$ cat src/rtl/dino_pkg.sv
// Shared game definitions: FSM state encodings, sprite and screen sizes,
// and the sprite overlap test used by the motion controller.
package dino_pkg;

   typedef enum logic [1:0] {G_IDLE, G_RUN, G_OVER} game_state_t;
   typedef enum logic [1:0] {J_GROUND, J_RISE, J_FALL} jump_state_t;

   localparam int COORD_W  = 12;
   localparam int DINO_W   = 50;
   localparam int DINO_H   = 60;
   localparam int OBST_W   = 50;
   localparam int OBST_H   = 120;
   localparam int SCREEN_W = 640;
   localparam int SCREEN_H = 480;

   // Inclusive overlap of dino [dx,dx+W]x[dy-H,dy] and obstacle
   // [ox,ox+W]x[oy-H,oy]. Subtractions are moved to the other side of each
   // compare so the 13-bit math never wraps.
   function automatic logic rect_hit(input logic [COORD_W-1:0] dx,
                                     input logic [COORD_W-1:0] dy,
                                     input logic [COORD_W-1:0] ox,
                                     input logic [COORD_W-1:0] oy);
      logic [COORD_W:0] dxe, dye, oxe, oye;
      dxe = {1'b0, dx};
      dye = {1'b0, dy};
      oxe = {1'b0, ox};
      oye = {1'b0, oy};
      return (dxe <= oxe + 13'(OBST_W)) && (oxe <= dxe + 13'(DINO_W)) &&
             (dye <= oye + 13'(DINO_H)) && (oye <= dye + 13'(OBST_H));
   endfunction

endpackage

$ cat src/rtl/edge_sync.sv
// Synchronizer chain followed by a rising-edge detector producing a
// one-cycle pulse on the first cycle the synchronized level reads 1.
module edge_sync #(
   parameter int STAGES = 2
) (
   input  logic clk,
   input  logic reset,
   input  logic din,
   output logic pulse
);

   logic [STAGES-1:0] sync_q;
   logic              prev_q;
   logic              level;

   assign level = sync_q[STAGES-1];
   assign pulse = level & ~prev_q;

   // Shift the input through the sync chain and remember the last level.
   always_ff @(posedge clk or negedge reset) begin
      if (!reset) begin
         sync_q <= '0;
         prev_q <= 1'b0;
      end else begin
         sync_q <= STAGES'({sync_q, din});
         prev_q <= level;
      end
   end

endmodule

$ cat src/rtl/dino_motion_ctrl.sv
// Dino runner motion controller: game and jump FSMs advanced once per VGA
// frame, obstacle scrolling with score counting, and collision detection.
module dino_motion_ctrl
   import dino_pkg::*;
#(
   parameter int GROUND_Y     = 320,
   parameter int DINO_X       = 240,
   parameter int JUMP_H       = 150,
   parameter int JUMP_STEP    = 6,
   parameter int OBST_STEP    = 4,
   parameter int OBST_START_X = 680
) (
   input  logic        clk,
   input  logic        reset,
   input  logic        screen_ready,
   input  logic        jump_btn,
   output logic [31:0] x_coor,
   output logic [31:0] y_coor,
   output logic [31:0] x_coor_obstacle,
   output logic [31:0] y_coor_obstacle,
   output logic        game_over,
   output logic [15:0] score
);

   localparam logic [COORD_W-1:0] GY   = COORD_W'(GROUND_Y);
   localparam logic [COORD_W-1:0] APEX = COORD_W'(GROUND_Y - JUMP_H);
   localparam logic [COORD_W-1:0] JS   = COORD_W'(JUMP_STEP);
   localparam logic [COORD_W-1:0] OS   = COORD_W'(OBST_STEP);
   localparam logic [COORD_W-1:0] OSX  = COORD_W'(OBST_START_X);
   localparam logic [COORD_W-1:0] DX   = COORD_W'(DINO_X);

   logic press, tick;

   // Button is asynchronous: full two-flop synchronizer before edge detect.
   edge_sync #(.STAGES(2)) u_btn_sync (
      .clk   (clk),
      .reset (reset),
      .din   (jump_btn),
      .pulse (press)
   );

   // screen_ready already lives in the clk domain; one register is enough
   // and keeps the frame-to-motion latency at two cycles.
   edge_sync #(.STAGES(1)) u_frame_sync (
      .clk   (clk),
      .reset (reset),
      .din   (screen_ready),
      .pulse (tick)
   );

   game_state_t        gst;
   jump_state_t        jst, j_nx;
   logic [COORD_W-1:0] y_q, xo_q, y_nx, xo_nx;
   logic [15:0]        score_q, sc_nx;
   logic               over_q, pend_q, press_any, hit;

   // A press landing on the tick cycle itself still counts for that tick.
   assign press_any = pend_q | press;

   // Next RUN-frame positions, jump state, score and collision.
   always_comb begin
      j_nx  = jst;
      y_nx  = y_q;
      xo_nx = xo_q;
      sc_nx = score_q;
      if (jst == J_RISE || (jst == J_GROUND && press_any)) begin
         j_nx = J_RISE;
         if ({1'b0, y_q} <= {1'b0, APEX} + {1'b0, JS}) begin
            y_nx = APEX;
            j_nx = J_FALL;
         end else begin
            y_nx = y_q - JS;
         end
      end else if (jst == J_FALL) begin
         if ({1'b0, y_q} + {1'b0, JS} >= {1'b0, GY}) begin
            y_nx = GY;
            j_nx = J_GROUND;
         end else begin
            y_nx = y_q + JS;
         end
      end
      if (xo_q < OS) begin
         xo_nx = OSX;
         if (score_q != 16'hFFFF) sc_nx = score_q + 16'd1;
      end else begin
         xo_nx = xo_q - OS;
      end
      hit = rect_hit(DX, y_nx, xo_nx, GY);
   end

   // Game FSM with the press-pending flag; all motion happens on tick.
   always_ff @(posedge clk or negedge reset) begin
      if (!reset) begin
         gst     <= G_IDLE;
         jst     <= J_GROUND;
         y_q     <= GY;
         xo_q    <= OSX;
         score_q <= '0;
         over_q  <= 1'b0;
         pend_q  <= 1'b0;
      end else begin
         pend_q <= tick ? 1'b0 : (pend_q | press);
         if (tick) begin
            case (gst)
               G_IDLE: if (press_any) gst <= G_RUN;
               G_RUN: begin
                  jst     <= j_nx;
                  y_q     <= y_nx;
                  xo_q    <= xo_nx;
                  score_q <= sc_nx;
                  if (hit) begin
                     gst    <= G_OVER;
                     over_q <= 1'b1;
                  end
               end
               G_OVER: if (press_any) begin
                  gst     <= G_RUN;
                  jst     <= J_GROUND;
                  y_q     <= GY;
                  xo_q    <= OSX;
                  score_q <= '0;
                  over_q  <= 1'b0;
               end
               default: gst <= G_IDLE;
            endcase
         end
      end
   end

   assign x_coor          = 32'(DX);
   assign y_coor          = 32'(y_q);
   assign x_coor_obstacle = 32'(xo_q);
   assign y_coor_obstacle = 32'(GY);
   assign game_over       = over_q;
   assign score           = score_q;

endmodule

$ cat config.mk
export PLATFORM = sky130hd
export DESIGN_NAME = dino_motion_ctrl
export DESIGN_NICKNAME = d
export VERILOG_FILES = /design/src/rtl/dino_pkg.sv /design/src/rtl/edge_sync.sv /design/src/rtl/dino_motion_ctrl.sv
export SDC_FILE = /design/constraint.sdc
export NUM_CORES = 1
export LEC_CHECK = 0
export ABC_AREA = 0
export BUFFER_PORTS_ARGS = -buffer_cell sky130_fd_sc_hd__buf_2
export CAP_MARGIN = 0
export CORE_ASPECT_RATIO = 0.5
export CORE_MARGIN = 4
export CORE_UTILIZATION = 40
export CTS_CLUSTER_SIZE = 24
export DETAILED_ROUTE_END_ITERATION = 6
export GPL_TIMING_DRIVEN = 1
export PLACE_DENSITY = 0.65
export SYNTH_ARGS = -nofsm -noshare
export SYNTH_HDL_FRONTEND = slang
export SYNTH_HIERARCHICAL = 1
export SYNTH_SLANG_ARGS = --single-unit
export TNS_END_PERCENT = 30
$ cat constraint.sdc
create_clock -name clk -period 4.3 [get_ports clk]
set_clock_uncertainty 0.05 [all_clocks]
set_input_delay 0.86 -clock clk [delete_from_list [all_inputs] [get_ports clk]]
set_output_delay 0.86 -clock clk [all_outputs]
set_load 0.02 [all_outputs]
==> run summary <==
The die area is 0.0133 mm^2. The critical path is of the flop to flop type. The logic gate share of total power came out at 55.2%. The number of failing setup endpoints in the final timing report came out at 0. The final max-slew violation count is 0. The via count of the first global-routing pass is 3515. The leakage component of the power came out at 2.26 nW. For this run, the number of Yosys warnings is 6.

The total net switching power came out at roughly 1.5 mW. Setup repair after global routing left no endpoint under its margin. The global-route wire length before repair came out at roughly 18000 um.

By area the synthesized netlist is led by sky130_fd_sc_hd__dfrtp_1, sky130_fd_sc_hd__buf_4, sky130_fd_sc_hd__nor2_1. The number of filler cells placed in the layout came out at 1097. The initial core utilization came out at 41.3%. The average cell area after synthesis came out at 8.08 um^2. The largest individual stage delay along the critical path comes from the cell sky130_fd_sc_hd__dfrtp_1.

Overall power consumption after layout is estimated at 3.07 mW. The worst setup path is launched from a flop. The area share of xor/xnor cells in the synthesized design came out at under 10%.

After synthesis, the largest family of logic cells by area is simple AND/OR/NAND/NOR gates. The register area share after synthesis is 28.0%. IR analysis of the VDD net gives a maximum drop of 0.000238 V. The repair_antennas step left the layout with diodes totalling 0. The detailed-route wire length per cell came out at 15.0 um. The clock transition time at the flip-flop clock pins of the worst setup and hold paths is 0.07 ns. In this run the remaining antenna-violating nets after routing total 0. The clock period minus worst slack is 3.68 ns. In the layout the commonest cells are sky130_fd_sc_hd__conb_1, sky130_fd_sc_hd__nor2_1, sky130_fd_sc_hd__dfrtp_1. The number of synthesized flops with an enable pin is 0. The power share of the sequential group is 28.0%. The routability-driven placement congestion ratio came out at 0.950.

For this block, the initial DRC count from the detailed router was 431. In the final design database the tool counted roughly 610 nets. The detailed placement HPWL came out at roughly 8100 um.

The worst slack on hold paths is 0.302 ns. The fraction of the mapped netlist area in compound gates is between 20% and 30%. For this run, the leading register cell type out of synthesis is sky130_fd_sc_hd__dfrtp_1.

The via density per instance came out at 5.37. The cell area after placement came out at 0.00451 mm^2. The iteration count of the initial detailed-routing pass came out at 5.

For this run, design rule violations remaining after detail routing come to 0. The die is ~160 um wide. The synthesized area is 0.00458 mm^2.

The switching share of power is 49.4%. For this run the aggregate overflow at the end of global routing stands at 0. The run finished with clean final reports.

In this run the clock root is driven by a sky130_fd_sc_hd__clkbuf_16. Entering global routing, the biggest net connects 31 pins. The endpoint class of the critical path is a flop. In this run, synthesis produced a sequential element count of 51. Dividing total power by cell area gives a power density of around 650 mW/mm^2. The data required time of the worst path came out at approximately 4.5 ns. The cell internal power dissipation is 1.55 mW. The normalized max-slew margin is 42.6%. TritonCTS created 5 clock buffers. The number of input and output port buffers inserted is 44. The critical path arrival is ~3.8 ns. On the worst path, the slowest cell contributes a delay of 0.50 ns.

Counting flops with an async set or reset pin after synthesis yields a share of 100%. sky130_fd_sc_hd__dfrtp_1 takes more of the synthesized area than any other cell. The final critical-path share of the clock period came out at 85.5%. The aggregate negative setup slack is 0 ns. The clock insertion delay at the later pin of the skew report came out at between 0.2 and 0.3 ns.

The number of clock sinks seen by CTS came out at 51. The buffers inserted during post-CTS setup optimization came out at 0. The number of top-level pins is 149. The H-tree generated during clock tree synthesis spans 2 levels. The cell count after synthesis is approximately 570.

The aggregate routed wire length came out at 11100 um. The slew at the pin closest to its max-slew limit is 0.858 ns. The area share of the largest cell type after synthesis is 24.6%. The area of all placed cells without fillers is 0.00470 mm^2. The standard-cell row count came out at 27. The achievable clock frequency is 272 MHz.

The highest net fanout along the worst path is 10. Of the total synthesized cell area, the portion taken by AND, OR, NAND and NOR gates is 23.3%. Traced cell by cell, the critical path runs through inv_1 -> ha_1 -> nand4b_1 -> and3_1 -> a2111oi_2 -> o21a_1 -> a221o_1 -> inv_1 -> ha_1 -> or3_1 -> a21oi_1 -> o21ai_0 -> and3_1 -> o21ai_0. The clock network burns between 15 and 20% of the power.

Of the cells placed in the final design, the portion with a size suffix greater than 1 is around 14%. The longest clock path from root to sink contains 2 buffers. The total core area is 0.0111 mm^2. The final count of hold timing violations came out at 0. The tool flagged a number of max-cap violations equal to 0.

The min-delay analysis places its worst path in the category flop to flop. Measured along the y axis, the die boundary spans 83.7 um. In this run, post-CTS repair resized a total of 0 instances. The hold buffer count at cts is 0. Synthesis instantiated 80 different standard cells from the library. The number of antenna violations at the first check in global routing is 0. The multiplexer share of the synthesized area came out at 1.34%. The synthesized-area fraction occupied by adder cells came out at 2.19%. In the global route stage, overall resource usage came out at between 10% and 20%. The detailed router placed 3982 vias in this run. The clock tree from TritonCTS is done. From synthesis to final layout, the design area changed by 2.70%. The most frequent standard cell in the layout excluding fill and tap cells is sky130_fd_sc_hd__conb_1.
-- layer usage --
layer,track usage (%),vias to the layer above,share of wire [%]
li1,-,1867,-
met3,3.50,18,9.8
met1,22.3,1867,45
met2,25.1,230,43
met4,4.33,0,1.7
met5,0,-,0
-- registers in the layout, summed over array words and instances (netlist names) --
name                 cells
y_q                     12
u_btn_sync/prev_q        1
xo_q                    12
u_btn_sync/sync_q        2
u_frame_sync/level       1
u_frame_sync/prev_q      1
score                   16
gst                      2
jst                      2
pend_q                   1
game_over                1
-- kinds of logic after synthesis --
| group | Yosys count |
|---|---|
| other cells | 2 |
| buf+inv | 147 |
| fa+ha+maj | 8 |
| flops | 51 |
| simple gates | 199 |
| mux | 6 |
| compound gates | 135 |
| xor+xnor | 19 |
-- stage by stage --
stage,utilization [%],std cells,setup WS (ns)
3_3_place_gp,40.7,733,0.776
4_1_cts,42.4,741,0.640
5_1_grt,42.4,741,0.298
2_1_floorplan,-,669,0.800
3_5_place_dp,40.7,733,0.638
6_report,42.4,741,0.622
-- cells in the mapped netlist (all sizes together), types with 11 or more instances --
| library cell | instances |
|---|---|
| nand2b | 14 |
| xor2 | 12 |
| nand3 | 18 |
| inv | 16 |
| nand2 | 38 |
| nor2 | 49 |
| o21ai | 38 |
| a21oi | 25 |
| nand4 | 11 |
| buf | 111 |
| nor3 | 17 |
| clkbuf | 20 |
| dfrtp | 45 |
-- worst max-delay path, delay by kind of cell (launching register included) --
| kind | cells | cell delay [ns] |
|---|---|---|
| buffers and inverters | 2 | 0.19 |
| AO/OA/AOI/OAI | 6 | 1.27 |
| flip-flops | 1 | 0.50 |
| AND/OR/NAND/NOR | 4 | 1.09 |
| adder cells (fa/ha/maj) | 2 | 0.51 |
-- power by group through the flow --
stage,Clock (mW),Combinational [mW],Sequential (mW)
5_1_grt,0.551,1.87,0.892
2_1_floorplan,0,1.40,0.786
3_5_place_dp,0,1.66,0.862
4_1_cts,0.528,1.67,0.851
6_report,0.518,1.70,0.859
3_3_place_gp,0,1.66,0.856
-- path summary, 6_finish.rpt --
kind                                           start                    to  slack [ns]  depth (start not counted)
worst max-delay path                          y_q[1]                gst[0]        0.62                         14
worst max register to register                y_q[1]                gst[0]        0.62                         14
min in group asynchronous                      reset                y_q[9]        0.56                          1
worst min-delay path            u_btn_sync/sync_q[0]  u_btn_sync/sync_q[1]        0.30                          0
worst min register to register  u_btn_sync/sync_q[0]  u_btn_sync/sync_q[1]        0.30                          0
max in group asynchronous                      reset               xo_q[5]        2.81                          2
-- final cells by class --
cell class	instances	area, um^2	area share [%]
Sequential cell	51	1280	27.3
Timing Repair Buffer	50	265	5.64
Tap cell	145	181	3.86
Clock buffer	5	125	2.66
Clock inverter	3	67.6	1.44
Inverter	16	60.1	1.28
Multi-Input combinational cell	471	2720	57.8
(Power assumes the default switching activity.)
